--- src/rtl/agrupador_garrafas_pkg.sv ---
// Shared definitions for the bottle grouper: FSM state encoding and the
// default timing constants for a 50 MHz line clock.
package agrupador_garrafas_pkg;

    typedef logic [2:0] estado_t;

    localparam estado_t ST_OCIOSO           = 3'd0;
    localparam estado_t ST_CONFIRMA_ENTRADA = 3'd1;
    localparam estado_t ST_PRESENTE         = 3'd2;
    localparam estado_t ST_CONFIRMA_SAIDA   = 3'd3;
    localparam estado_t ST_TRAVADO          = 3'd4;

    localparam int GARRAFAS_POR_DUZIA_DEF = 12;
    localparam int DEBOUNCE_CICLOS_DEF    = 500000;
    localparam int MAX_PRESENCA_DEF       = 50000000;

endpackage

--- src/rtl/agrupador_garrafas_if.sv ---
// Sensor/control inputs and count/alarm outputs of the bottle grouper.
// The master side drives the sensor and line controls; the slave is the grouper.
interface agrupador_garrafas_if;

    logic       sensor_final;
    logic       habilitar;
    logic       limpar;
    logic       garrafa_pulso;
    logic       duzia_pulso;
    logic [3:0] garrafas_valor;
    logic       sensor_preso;

    modport master (
        output sensor_final, habilitar, limpar,
        input  garrafa_pulso, duzia_pulso, garrafas_valor, sensor_preso
    );

    modport slave (
        input  sensor_final, habilitar, limpar,
        output garrafa_pulso, duzia_pulso, garrafas_valor, sensor_preso
    );

endinterface

--- src/rtl/agrupador_garrafas_sincronizador_2ff.sv ---
// Two-flop synchronizer for raw asynchronous line sensors.
module sincronizador_2ff (
    input  logic clk,
    input  logic reset,
    input  logic i_d,
    output logic o_q
);

    logic r_meta;
    logic r_sync;

    always_ff @(posedge clk) begin
        if (reset) begin
            r_meta <= 1'b0;
            r_sync <= 1'b0;
        end else begin
            r_meta <= i_d;
            r_sync <= r_meta;
        end
    end

    assign o_q = r_sync;

endmodule

--- src/rtl/agrupador_garrafas.sv ---
// Debounces the final-position bottle sensor, counts bottles and pulses once per dozen.
// Define AGRUPADOR_DEBOUNCE_EN to build the entry/exit confirmation states.
module agrupador_garrafas
    import agrupador_garrafas_pkg::*;
#(
    parameter int GARRAFAS_POR_DUZIA = GARRAFAS_POR_DUZIA_DEF,
    parameter int DEBOUNCE_CICLOS    = DEBOUNCE_CICLOS_DEF,
    parameter int MAX_PRESENCA       = MAX_PRESENCA_DEF
) (
    input  logic                 clk,
    input  logic                 reset,
    agrupador_garrafas_if.slave  bus
);

    localparam int W_PRES = (MAX_PRESENCA > 1) ? $clog2(MAX_PRESENCA) : 1;
    localparam logic [W_PRES-1:0] C_PRES_FIM  = W_PRES'(MAX_PRESENCA - 1);
    localparam logic [3:0]        C_VALOR_FIM = 4'(GARRAFAS_POR_DUZIA - 1);

    if (GARRAFAS_POR_DUZIA < 2 || GARRAFAS_POR_DUZIA > 15) begin : g_erro_duzia
        $error("GARRAFAS_POR_DUZIA must lie in 2..15");
    end
    if (DEBOUNCE_CICLOS < 2) begin : g_erro_debounce
        $error("DEBOUNCE_CICLOS must be at least 2");
    end

    logic              w_sensor_s;
    logic              w_evento;
    estado_t           r_estado;
    logic [W_PRES-1:0] r_presenca;
    logic              r_sensor_preso;
    logic              r_garrafa_pulso;
    logic              r_duzia_pulso;
    logic [3:0]        r_valor;

    sincronizador_2ff u_sinc (
        .clk   (clk),
        .reset (reset),
        .i_d   (bus.sensor_final),
        .o_q   (w_sensor_s)
    );

`ifdef AGRUPADOR_DEBOUNCE_EN
    localparam int W_EST = $clog2(DEBOUNCE_CICLOS);
    localparam logic [W_EST-1:0] C_EST_FIM = W_EST'(DEBOUNCE_CICLOS - 1);

    logic [W_EST-1:0] r_estab;

    // Detection fires on the edge that completes the entry confirmation.
    assign w_evento = (r_estado == ST_CONFIRMA_ENTRADA) && w_sensor_s && (r_estab == C_EST_FIM);

    always_ff @(posedge clk) begin
        if (reset) begin
            r_estado       <= ST_OCIOSO;
            r_estab        <= '0;
            r_presenca     <= '0;
            r_sensor_preso <= 1'b0;
        end else begin
            case (r_estado)
                ST_OCIOSO: begin
                    if (w_sensor_s) begin
                        r_estado <= ST_CONFIRMA_ENTRADA;
                        r_estab  <= '0;
                    end
                end
                ST_CONFIRMA_ENTRADA: begin
                    if (!w_sensor_s) begin
                        r_estado <= ST_OCIOSO;
                    end else if (r_estab == C_EST_FIM) begin
                        r_estado   <= ST_PRESENTE;
                        r_presenca <= '0;
                    end else begin
                        r_estab <= r_estab + 1'b1;
                    end
                end
                ST_PRESENTE: begin
                    if (!w_sensor_s) begin
                        r_estado <= ST_CONFIRMA_SAIDA;
                        r_estab  <= '0;
                    end else if (r_presenca == C_PRES_FIM) begin
                        r_estado       <= ST_TRAVADO;
                        r_estab        <= '0;
                        r_sensor_preso <= 1'b1;
                    end else begin
                        r_presenca <= r_presenca + 1'b1;
                    end
                end
                // A bounce back high resumes presence timing where it left off.
                ST_CONFIRMA_SAIDA: begin
                    if (w_sensor_s) begin
                        r_estado <= ST_PRESENTE;
                    end else if (r_estab == C_EST_FIM) begin
                        r_estado <= ST_OCIOSO;
                    end else begin
                        r_estab <= r_estab + 1'b1;
                    end
                end
                ST_TRAVADO: begin
                    if (w_sensor_s) begin
                        r_estab <= '0;
                    end else if (r_estab == C_EST_FIM) begin
                        r_estado       <= ST_OCIOSO;
                        r_sensor_preso <= 1'b0;
                    end else begin
                        r_estab <= r_estab + 1'b1;
                    end
                end
                default: r_estado <= ST_OCIOSO;
            endcase
        end
    end
`else
    assign w_evento = (r_estado == ST_OCIOSO) && w_sensor_s;

    always_ff @(posedge clk) begin
        if (reset) begin
            r_estado       <= ST_OCIOSO;
            r_presenca     <= '0;
            r_sensor_preso <= 1'b0;
        end else begin
            case (r_estado)
                ST_OCIOSO: begin
                    if (w_sensor_s) begin
                        r_estado   <= ST_PRESENTE;
                        r_presenca <= '0;
                    end
                end
                ST_PRESENTE: begin
                    if (!w_sensor_s) begin
                        r_estado <= ST_OCIOSO;
                    end else if (r_presenca == C_PRES_FIM) begin
                        r_estado       <= ST_TRAVADO;
                        r_sensor_preso <= 1'b1;
                    end else begin
                        r_presenca <= r_presenca + 1'b1;
                    end
                end
                ST_TRAVADO: begin
                    if (!w_sensor_s) begin
                        r_estado       <= ST_OCIOSO;
                        r_sensor_preso <= 1'b0;
                    end
                end
                default: r_estado <= ST_OCIOSO;
            endcase
        end
    end
`endif

    // Clear wins over a same-cycle detection, so that bottle is dropped.
    always_ff @(posedge clk) begin
        if (reset) begin
            r_valor         <= '0;
            r_garrafa_pulso <= 1'b0;
            r_duzia_pulso   <= 1'b0;
        end else begin
            r_garrafa_pulso <= 1'b0;
            r_duzia_pulso   <= 1'b0;
            if (bus.limpar) begin
                r_valor <= '0;
            end else if (w_evento && bus.habilitar) begin
                r_garrafa_pulso <= 1'b1;
                if (r_valor == C_VALOR_FIM) begin
                    r_valor       <= '0;
                    r_duzia_pulso <= 1'b1;
                end else begin
                    r_valor <= r_valor + 1'b1;
                end
            end
        end
    end

    assign bus.garrafa_pulso  = r_garrafa_pulso;
    assign bus.duzia_pulso    = r_duzia_pulso;
    assign bus.garrafas_valor = r_valor;
    assign bus.sensor_preso   = r_sensor_preso;

endmodule

--- src/flat_wrapper.sv ---
// flat-port wrapper written by rule: the top's interface ports become plain ports
module agrupador_garrafas_flat import agrupador_garrafas_pkg::*;
#(
    parameter int GARRAFAS_POR_DUZIA = GARRAFAS_POR_DUZIA_DEF,
    parameter int DEBOUNCE_CICLOS    = DEBOUNCE_CICLOS_DEF,
    parameter int MAX_PRESENCA       = MAX_PRESENCA_DEF
)
  (clk, reset, bus_sensor_final, bus_habilitar, bus_limpar, bus_garrafa_pulso, bus_duzia_pulso, bus_garrafas_valor, bus_sensor_preso);
  agrupador_garrafas_if bus_i ();
  input  logic clk;
  input  logic reset;
  input wire logic [$bits(bus_i.sensor_final)-1:0] bus_sensor_final;
  input wire logic [$bits(bus_i.habilitar)-1:0] bus_habilitar;
  input wire logic [$bits(bus_i.limpar)-1:0] bus_limpar;
  output wire logic [$bits(bus_i.garrafa_pulso)-1:0] bus_garrafa_pulso;
  output wire logic [$bits(bus_i.duzia_pulso)-1:0] bus_duzia_pulso;
  output wire logic [$bits(bus_i.garrafas_valor)-1:0] bus_garrafas_valor;
  output wire logic [$bits(bus_i.sensor_preso)-1:0] bus_sensor_preso;
  assign bus_i.sensor_final = bus_sensor_final;
  assign bus_i.habilitar = bus_habilitar;
  assign bus_i.limpar = bus_limpar;
  assign bus_garrafa_pulso = bus_i.garrafa_pulso;
  assign bus_duzia_pulso = bus_i.duzia_pulso;
  assign bus_garrafas_valor = bus_i.garrafas_valor;
  assign bus_sensor_preso = bus_i.sensor_preso;
  agrupador_garrafas #(.GARRAFAS_POR_DUZIA(GARRAFAS_POR_DUZIA), .DEBOUNCE_CICLOS(DEBOUNCE_CICLOS), .MAX_PRESENCA(MAX_PRESENCA)) u_core (.clk(clk), .reset(reset), .bus(bus_i));
endmodule
--- config.mk ---
export PLATFORM = sky130hd
export DESIGN_NAME = agrupador_garrafas_flat
export DESIGN_NICKNAME = d
export VERILOG_FILES = /design/src/rtl/agrupador_garrafas_pkg.sv /design/src/rtl/agrupador_garrafas_if.sv /design/src/rtl/agrupador_garrafas_sincronizador_2ff.sv /design/src/rtl/agrupador_garrafas.sv /design/src/flat_wrapper.sv
export SDC_FILE = /design/constraint.sdc
export NUM_CORES = 1
export LEC_CHECK = 0
export ABC_AREA = 1
export BUFFER_PORTS_ARGS = -buffer_cell sky130_fd_sc_hd__clkbuf_2
export CELL_PAD_IN_SITES_DETAIL_PLACEMENT = 1
export CELL_PAD_IN_SITES_GLOBAL_PLACEMENT = 1
export CORE_ASPECT_RATIO = 0.5
export CORE_MARGIN = 2
export CORE_UTILIZATION = 36
export CTS_BUF_LIST = sky130_fd_sc_hd__clkbuf_4
export DETAILED_ROUTE_END_ITERATION = 10
export GPL_TIMING_DRIVEN = 0
export PLACE_DENSITY_LB_ADDON = 0.1
export SYNTH_ARGS = -nofsm -noshare
export SYNTH_HDL_FRONTEND = slang
export SYNTH_SLANG_ARGS = --single-unit
--- constraint.sdc ---
create_clock -name clk -period 2.66 [get_ports clk]
set_input_delay 0.532 -clock clk [delete_from_list [all_inputs] [get_ports clk]]
set_output_delay 0.532 -clock clk [all_outputs]
set_load 0.03 [all_outputs]
==> results.py, run 1 <==
metrics = {
    "sta": {
        "post-route-period-util": 0.693,
        "hold_violations": 0,
        "rsz0062_at_grt": "false",
        "fin_crit_ns": 1.84,
        "setup_viol": 0,
        "relSlewSlack": 0.633,
        "finClkSkew_ns": 0.0109,
        "slew_violations": 0,
        "fmax_ghz": 0.542,
        "setup_tns_ns": 0,
        "worst_slew_pin_slew_ns": 0.550,
    },
    "cells_and_area": {
        "drive_gt1_frac": 0.0839,
        "final_nets": 435,
        "area_growth_pct": 10.1,
        "seq_area_sq_um": 741,
        "layout_commonest_cell": "nand2_1",
        "n_antenna_cell": 0,
        "final_cell_mix": "nand2_1, nor2_1, inv_1",
        "fin_area_sq_um": 2600,
        "fillers": 916,
        "multi_input_area_sq_um": 1330,
    },
    "critical_path": {
        "cp_slowest_stage_delay_ns": 0.40,
        "timing.rr.start": "u_core.r_presenca[0]",
        "critPathTopFamily": "simple AND/OR/NAND/NOR gates",
        "crit_chain": "ha_1, nand2_2, nor2_4, nand2_1, nor2_2, nand3_2, buf_2, nand3_1, nand2_1, nand2_1, nor2_1",
        "setup.worst_path.end_class": "register",
        "ff2ff_path_depth": 11,
        "r2r_end": "u_core.r_presenca[14]",
        "worst-path-buf-inv": 1,
        "cpMostUsedCell": "nand2_1",
        "crit_required_ns": 2.95,
        "arrival_ns": 2.13,
        "critPathKind": "register to register",
        "crit_fanout": 10,
        "worst_setup_path_start_kind": "register",
        "slowest_stage": "dfxtp_1",
        "ff2ff_setup_slack_ns": 0.82,
    },
    "global_routing": {
        "grt_pass1_vias": 2488,
        "grt_overflow": 0,
        "grt_antenna_before_repair": 0,
        "grt_pass1_wl_um": 12300,
        "track_usage": 0.224,
        "grt_max_degree": 13,
    },
    "clock_tree": {
        "cts-buffers-inserted": 5,
        "clock-sinks": 37,
        "cts_resized": 0,
        "htree_levels": 2,
        "clock_path_buffers": 2,
        "clk_pin_slew_ns": 0.13,
        "cts_setup_buffers": 0,
        "root_buffer": "clkbuf_4",
        "cts_tree": "yes",
        "insertion_delay_ns": 0.38,
        "cts_hold_buf": 0,
    },
    "yosys": {
        "ys_seq_elements": 37,
        "synth.distinct_cells": 29,
        "seq_area_frac_synth": 0.313,
        "syn_inst": 411,
        "syn_area_per_cell_sq_um": 5.75,
        "synth_area_leaders": "dfxtp_1, nand2_1, nor2_1, nand3_1, inv_1",
        "syn_area_sq_um": 2360,
        "yosysWarnings": 0,
        "synth_top_area_share": 0.313,
        "synthesis.nets": 418,
        "synth_top_area_cell": "dfxtp_1",
    },
    "power": {
        "comb_power_share": 0.054,
        "power.density_nw_per_um2": 397,
        "power.internal_mw": 0.766,
        "power_frac_seq": 0.540,
        "p_sw_frac": 0.259,
        "p_clk_frac": 0.406,
        "power_mw": 1.03,
        "p_sw_mw": 0.268,
        "power_leakage_nw": 1.03,
        "ir_worst_vdd_mv": 0.260,
    },
    "routing": {
        "first_pass_iters": 4,
        "drt.antenna.violating_nets": 0,
        "drc": 0,
        "viasPerCell": 4.85,
        "dr_total_vias": 2509,
        "drtIter0Drc": 122,
        "routed_wl_um": 7440,
        "wl_per_cell_um": 14.4,
    },
    "placed_design": {
        "gp_congestion": 0.921,
        "hpwlAfterDp_um": 5700,
        "place_area_sq_um": 2520,
        "port-buffer-count": 10,
    },
    "worst_hold_path": {
        "holdPathEnd": "u_core.u_sinc.r_meta",
        "whs_path_depth": 3,
        "min_from": "bus_sensor_final",
        "min_path_type": "input port to register",
    },
    "floorplanning": {
        "start_util": 0.381,
        "die_h_um": 61.3,
        "die_area_sq_um": 7270,
        "rows": 20,
        "pin_count": 12,
        "die_x_um": 119,
        "core_area_sq_um": 6210,
    },
    "outcome": {
        "status": "completed",
    },
    "flow_run": {
        "drv_cap": 0,
    },
}
## state kept, by name, indices dropped and copies added, names as in the netlist
name,flops
u_core.r_presenca,26
u_core.bus.garrafas_valor,4
u_core.r_estado,2
u_core.bus.duzia_pulso,1
u_core.bus.garrafa_pulso,1
u_core.bus.sensor_preso,1
u_core.u_sinc.o_q,1
u_core.u_sinc.r_meta,1
## worst max-delay path by stage
stage	startpoint	end	slack, ns	cells after the start
6_report	u_core.r_presenca[0]	u_core.r_presenca[14]	0.82	11
5_1_grt	u_core.r_presenca[1]	u_core.r_presenca[11]	0.63	11
4_1_cts	u_core.r_presenca[1]	u_core.r_presenca[14]	0.82	11
3_5_place_dp	u_core.r_presenca[1]	u_core.r_presenca[13]	0.85	11
3_3_place_gp	u_core.r_presenca[1]	u_core.r_presenca[16]	0.91	11
2_1_floorplan	u_core.r_presenca[1]	u_core.r_presenca[15]	1.14	11
## cell usage after synthesis
master,number
a21oi_1,14
and2_1,1
buf_1,1
buf_2,3
buf_4,1
buf_6,2
clkbuf_1,3
clkinv_1,2
dfxtp_1,37
ha_1,2
inv_1,59
inv_2,2
nand2_1,131
nand2_2,1
nand2_4,1
nand3_1,49
nand3_2,1
nand3b_1,2
nand4_1,4
nor2_1,75
nor2_2,4
nor2_4,3
nor3_1,1
nor3b_1,2
o21ai_0,5
or2_0,1
or2_1,1
or2_2,1
xor2_1,2
## power by group through the flow
| stage | Combinational [mW] | Sequential, mW | Clock, mW |
|---|---|---|---|
| detailed placement | 0.0563 | 0.570 | 0 |
| global route | 0.0636 | 0.559 | 0.459 |
| global placement | 0.0545 | 0.570 | 0 |
| finish | 0.0556 | 0.558 | 0.420 |
| CTS | 0.0566 | 0.558 | 0.442 |
| floorplan | 0.0362 | 0.571 | 0 |
## cell type report
class / instances / area share
Buffer: 10 / 0.0231
Clock buffer: 5 / 0.0144
Clock inverter: 3 / 0.0159
Inverter: 63 / 0.0908
Multi-Input combinational cell: 301 / 0.510
Sequential cell: 37 / 0.284
Tap cell: 88 / 0.0423
Timing Repair Buffer: 10 / 0.0192
## layer usage
layer	part of all wire	up-vias	global-route usage
li1	-	1290	-
met1	0.53	1176	0.295
met2	0.42	34	0.384
met3	0.037	9	0.0463
met4	0.0087	0	0.0612
met5	0	-	0
## per-stage QoR
step	util	hold WS, ns	setup slack (ns)	std cells
6_report	0.420	0.341	0.816	517
3_3_place_gp	0.407	0.392	0.905	509
2_1_floorplan	-	0.388	1.14	411
4_1_cts	0.420	0.322	0.821	517
5_1_grt	0.420	0.323	0.629	517
3_5_place_dp	0.407	0.400	0.848	509
## cells by family after synthesis
logic type / Yosys count / share of synthesized area
AO/OA/AOI/OAI: 19 / 0.0402
flip-flops: 37 / 0.313
AND/OR/NAND/NOR: 278 / 0.503
adder cells (fa/ha/maj): 2 / 0.0106
buffers and inverters: 73 / 0.125
XOR/XNOR: 2 / 0.00741
## tightest hold or removal path, cell delays in order
cell	delay [ns]
clkbuf_2	0.08
inv_1	0.04
nor2_1	0.03
Note: power is estimated with default switching activity, not from simulation.
==> run 2: changes to the inputs <==
--- a/config.mk
+++ b/config.mk
@@ -5,7 +5,7 @@
 export SDC_FILE = /design/constraint.sdc
 export NUM_CORES = 1
 export LEC_CHECK = 0
-export ABC_AREA = 1
+export ABC_AREA = 0
 export BUFFER_PORTS_ARGS = -buffer_cell sky130_fd_sc_hd__clkbuf_2
 export CELL_PAD_IN_SITES_DETAIL_PLACEMENT = 1
 export CELL_PAD_IN_SITES_GLOBAL_PLACEMENT = 1
==> constraint.sdc (replaced) <==
create_clock -name clk -period 1.7 [get_ports clk]
set_input_delay 0.34 -clock clk [delete_from_list [all_inputs] [get_ports clk]]
set_output_delay 0.34 -clock clk [all_outputs]
set_load 0.03 [all_outputs]
==> results.py, run 2 <==
metrics = {
    "cells_and_area": {
        "largest_reg_flops": 26,
        "final_cells": 350,
        "area_growth_pct": 43.5,
        "fillers": 586,
        "final_nets": 287,
        "layout_commonest_cell": "buf_4",
        "final_cell_mix": "buf_4, nor2_1, nand2_1, dfxtp_1, buf_6",
        "regMostFlops": "u_core.r_presenca",
        "drive_gt1_frac": 0.421,
        "n_antenna_cell": 0,
    },
    "sta": {
        "post-route-period-util": 1.16,
        "rsz0062_at_grt": "true",
        "setup_tns_ns": -4.44,
        "worst_slack_ns": -0.266,
        "finClkSkew_ns": 0.0101,
        "hold_violations": 0,
        "setup_viol": 28,
        "fin_crit_ns": 1.97,
        "relSlewSlack": 0.590,
        "worst_slew_pin_slew_ns": 0.615,
        "fmax_ghz": 0.509,
        "slew_violations": 0,
    },
    "floorplanning": {
        "die_x_um": 105,
        "pin_count": 12,
        "die_h_um": 54.6,
        "rows": 18,
        "die_area_sq_um": 5740,
        "core_area_sq_um": 4930,
        "start_util": 0.373,
    },
    "global_routing": {
        "met2_usage": 0.365,
        "met1_usage": 0.283,
        "grt_max_degree": 11,
        "track_usage": 0.214,
        "grt_pass1_vias": 1761,
        "grt_antenna_before_repair": 0,
        "grt_pass1_wl_um": 9180,
        "grt_busiest_layer": "met2",
        "met3_usage": 0.0464,
        "grt_overflow": 0,
    },
    "routing": {
        "first_pass_iters": 4,
        "dr_total_vias": 1916,
        "drt.antenna.violating_nets": 0,
        "routed_wl_um": 6210,
        "drtIter0Drc": 77,
        "viasPerCell": 5.47,
        "drc": 0,
        "wl_per_cell_um": 17.7,
    },
    "yosys": {
        "syn_area_sq_um": 1840,
        "synth.distinct_cells": 47,
        "seq_area_frac_synth": 0.402,
        "syn_area_per_cell_sq_um": 8.26,
        "synth_flop_cell": "dfxtp_1",
        "ys_seq_elements": 37,
        "synth_common_cells": "dfxtp_1, nor2_1, o21ai_0",
        "yosysWarnings": 0,
        "synth_area_leaders": "dfxtp_1, o21ai_0, nor2_1, nand4_1, nand2_1",
        "syn_inst": 223,
        "synth_edf_count": 0,
        "synth_adder_area_share": 0.0136,
        "synthSimpleGateAreaFrac": 0.353,
        "synth_top_area_cell": "dfxtp_1",
        "synth_xor_area_frac": 0.0238,
        "synth-compound-area-share": 0.159,
        "async_flop_share": 0,
        "yosysMostFrequentCell": "dfxtp_1",
        "synth.area.mux_share": 0.0170,
        "synth_top_area_share": 0.402,
        "synth_top_family_by_area": "simple AND/OR/NAND/NOR gates",
        "synthesis.nets": 230,
    },
    "power": {
        "power_mw": 1.42,
        "ir_worst_vdd_mv": 0.303,
        "power.density_nw_per_um2": 537,
        "power_leakage_nw": 1.03,
    },
    "clock_tree": {
        "clock_path_buffers": 2,
        "cts-buffers-inserted": 5,
        "root_buffer": "clkbuf_4",
        "htree_levels": 2,
        "cts_tree": "yes",
        "clk_pin_slew_ns": 0.12,
        "clock-sinks": 37,
        "insertion_delay_ns": 0.36,
    },
    "critical_path": {
        "crit_fanout": 5,
        "slowest_stage": "or4_4",
        "critPathKind": "register to register",
        "cp_slowest_stage_delay_ns": 0.56,
        "worst_setup_path_start_kind": "register",
        "arrival_ns": 2.21,
        "crit_required_ns": 1.95,
        "crit_chain": "nand4_1, or4_4, o31ai_4, buf_6, nor4_4, mux2_4",
        "setup.worst_path.end_class": "register",
    },
    "outcome": {
        "violations": "setup timing",
        "status": "finished with violations",
    },
    "placed_design": {
        "place_inst": 304,
        "hpwlAfterDp_um": 3540,
        "gp_congestion": 0.771,
        "port-buffer-count": 11,
        "dp_slack_ns": -0.492,
    },
    "worst_hold_path": {
        "min_path_type": "input port to register",
    },
    "flow_run": {
        "drv_cap": 0,
    },
}
-- run 2: power by group --
part | switching, mW | internal [mW]
clock network | 0.305 | 0.166
logic | 0.0516 | 0.0419
registers | 0.00317 | 0.852
total | 0.359 | 1.06
-- run 2: cell families after synthesis --
group | after synthesis
adders and majority gates | 2
muxes | 3
xor gates and xnor gates | 5
buffers and inverters | 14
AOI/OAI and AO/OA | 47
DFF | 37
and+or+nand+nor | 115
-- run 2: layout make-up --
| cell class | count | area [sq um] | area share |
|---|---|---|---|
| well taps | 70 | 87.6 | 0.0331 |
| clock inverters | 1 | 3.75 | 0.00142 |
| multi-input cells | 173 | 1250 | 0.473 |
| flip-flops and latches | 37 | 795 | 0.301 |
| plain buffers | 3 | 20.0 | 0.00758 |
| inverters | 8 | 30.0 | 0.0114 |
| clock buffers | 6 | 45.0 | 0.0170 |
| repair buffers | 52 | 412 | 0.156 |
-- run 2: repair_timing --
action	in CTS	in global routing
hold buffers	0	0
pin swaps	19	28
gates resized for setup	50	41
buffers inserted	28	13
gates cloned	2	0
setup endpoints to repair	27	32
-- run 2: per-layer routing --
layer  share of wire  vias to the layer above
li1                -                      928
met1            0.47                      938
met2            0.47                       44
met3           0.048                        6
met4          0.0082                        0
met5               0                        -
-- run 2: worst max-delay path: cells and delay by family, from the launching register on --
family / cells / cell delay (ns)
flops: 1 / 0.39
buf+inv: 1 / 0.16
compound gates: 1 / 0.25
simple gates: 3 / 0.76
mux: 1 / 0.30
-- run 2: stage by stage --
step           hold WS [ns]  area [sq um]   util
6_report              0.200          2640  0.536
2_1_floorplan         0.413          1890      -
3_5_place_dp          0.432          2030  0.411
3_3_place_gp          0.419          2030  0.411
4_1_cts               0.191          2440  0.494
5_1_grt               0.193          2640  0.536
-- run 2: path summary, 6_finish.rpt --
check / startpoint / end / slack [ns] / cells after the start
min reg2reg: u_core.u_sinc.r_meta / u_core.u_sinc.o_q / 0.45 / 1
min: bus_sensor_final / u_core.u_sinc.r_meta / 0.20 / 2
max reg2reg: u_core.r_presenca[12] / u_core.r_presenca[22] / -0.27 / 6
max: u_core.r_presenca[12] / u_core.r_presenca[22] / -0.27 / 6
==> run 3: changes to the inputs <==
--- a/config.mk
+++ b/config.mk
@@ -5,7 +5,7 @@
 export SDC_FILE = /design/constraint.sdc
 export NUM_CORES = 1
 export LEC_CHECK = 0
-export ABC_AREA = 0
+export ABC_AREA = 1
 export BUFFER_PORTS_ARGS = -buffer_cell sky130_fd_sc_hd__clkbuf_2
 export CELL_PAD_IN_SITES_DETAIL_PLACEMENT = 1
 export CELL_PAD_IN_SITES_GLOBAL_PLACEMENT = 1
==> results.py, run 3 (synthesized netlist as in run 1, its figures left out) <==
metrics = {
    "outcome": {
        "status": "completed",
    },
    "clock_tree": {
        "root_buffer": "clkbuf_4",
        "clock_path_buffers": 2,
        "htree_levels": 2,
        "cts_hold_buf": 0,
        "cts-buffers-inserted": 5,
        "cts_tree": "yes",
        "clock-sinks": 37,
        "clk_pin_slew_ns": 0.13,
        "insertion_delay_ns": 0.38,
    },
    "cells_and_area": {
        "area_growth_pct": 22.9,
        "largest_reg_flops": 26,
        "final_core_util": 0.468,
        "final_cells": 529,
        "final_cell_mix": "nand2_1, nor2_1, inv_1",
        "layout_commonest_cell": "nand2_1",
        "n_antenna_cell": 0,
        "fin_area_sq_um": 2910,
        "final_nets": 447,
        "drive_gt1_frac": 0.202,
        "regMostFlops": "u_core.r_presenca",
    },
    "floorplanning": {
        "die_x_um": 119,
        "die_h_um": 61.3,
        "start_util": 0.381,
        "die_area_sq_um": 7270,
        "rows": 20,
        "pin_count": 12,
        "core_area_sq_um": 6210,
    },
    "sta": {
        "setup_viol": 0,
        "fin_hold_ws_ns": 0.142,
        "fin_crit_ns": 1.66,
        "slew_violations": 0,
        "rsz0062_at_grt": "true",
        "post-route-period-util": 0.976,
        "fmax_ghz": 0.602,
        "worst_slew_pin_slew_ns": 0.568,
        "hold_violations": 0,
        "worst_slack_ns": 0.0402,
        "finClkSkew_ns": 0.0116,
        "setup_tns_ns": 0,
        "relSlewSlack": 0.622,
    },
    "global_routing": {
        "grt_pass1_wl_um": 12400,
        "track_usage": 0.225,
        "met1_usage": 0.298,
        "grt_busiest_layer": "met2",
        "grt_overflow": 0,
        "met3_usage": 0.0463,
        "grt_antenna_before_repair": 0,
        "met2_usage": 0.387,
        "grt_pass1_vias": 2505,
        "grt_max_degree": 13,
    },
    "critical_path": {
        "slowest_stage": "dfxtp_2",
        "cpMostUsedCell": "nand2_4",
        "crit_chain": "ha_4, nand2_4, nor2_4, nand2_2, nor2_4, nand3_4, nand2_4, clkbuf_16, nand2_4, a21oi_2",
        "crit_fanout": 5,
        "crit_required_ns": 2.03,
        "arrival_ns": 1.99,
        "worst_setup_path_start_kind": "register",
        "cp_slowest_stage_delay_ns": 0.38,
        "setup.worst_path.end_class": "register",
        "critPathKind": "register to register",
    },
    "placed_design": {
        "hpwlAfterDp_um": 5700,
        "dp_slack_ns": -0.112,
        "place_inst": 509,
        "place_area_sq_um": 2520,
        "gp_congestion": 0.921,
        "port-buffer-count": 10,
    },
    "power": {
        "comb_power_share": 0.066,
        "p_clk_frac": 0.406,
        "power_frac_seq": 0.528,
        "power.density_nw_per_um2": 566,
        "power_mw": 1.64,
        "p_sw_frac": 0.266,
        "p_sw_mw": 0.437,
        "power_leakage_nw": 1.13,
        "power.internal_mw": 1.21,
        "ir_worst_vdd_mv": 0.406,
    },
    "routing": {
        "drtIter0Drc": 158,
        "dr_total_vias": 2584,
        "routed_wl_um": 7770,
        "viasPerCell": 4.88,
        "wl_per_cell_um": 14.7,
        "drt.antenna.violating_nets": 0,
        "drc": 0,
        "first_pass_iters": 4,
    },
    "flow_run": {
        "drv_cap": 0,
    },
    "worst_hold_path": {
        "min_path_type": "input port to register",
    },
}
[run 3: cell count changes in the layout (fill, tap and decap cells not counted), moves of 7 or more]
cell and delta:
buf_4 -17, nand2_4 +7, dfxtp_1 +12, buf_6 -11
nand4_1 -7, nor2_1 +44, nand2b_1 -8, nor2_2 +10
nand2_1 +106, nor2_4 +7, dfxtp_4 -8, nand3_1 +40
nor3_1 -9, inv_1 +51
[run 3: repair_timing]
item	CTS	global route
pin swaps	1	13
setup buffers	5	5
setup endpoints to repair	25	31
cloned	0	2
gates resized for setup	8	55
[run 3: worst max-delay path: cells and delay by family, from the launching register on]
kind	cells	cell delay, ns
buf+inv	1	0.17
fa+ha+maj	1	0.17
compound gates	1	0.12
flops	1	0.38
simple gates	7	0.77
[run 3: layout make-up]
class                      instances  area [sq um]
clock buffer                       5          37.5
multi-input combinational        301          1480
clock inverter                     3          41.3
tap                               88           110
timing repair inverter             1          7.51
sequential                        37           759
buffer                            10          77.6
inverter                          63           240
timing repair buffer              21           150
fill                             889          3300
[run 3: worst paths after layout]
check,slack (ns),depth (start not counted),from,to
worst max-delay path,0.04,10,u_core.r_presenca[0],u_core.r_presenca[2]
worst min-delay path,0.14,3,bus_sensor_final,u_core.u_sinc.r_meta
worst max register to register,0.04,10,u_core.r_presenca[0],u_core.r_presenca[2]
worst min register to register,0.41,2,u_core.u_sinc.r_meta,u_core.u_sinc.o_q
[run 3: power by group through the flow]
| stage | clock network [mW] | registers (mW) | logic (mW) |
|---|---|---|---|
| 2_1_floorplan | 0 | 0.893 | 0.0566 |
| 3_3_place_gp | 0 | 0.892 | 0.0852 |
| 3_5_place_dp | 0 | 0.893 | 0.0881 |
| 4_1_cts | 0.692 | 0.873 | 0.0909 |
| 5_1_grt | 0.722 | 0.869 | 0.121 |
| 6_report | 0.667 | 0.868 | 0.108 |
[run 3: layer usage]
layer,share of wire,routed length [um],vias up
met5,0,0,-
met4,0.0090,70,0
met3,0.037,286,7
met2,0.44,3410,35
met1,0.52,4000,1224
li1,-,-,1318
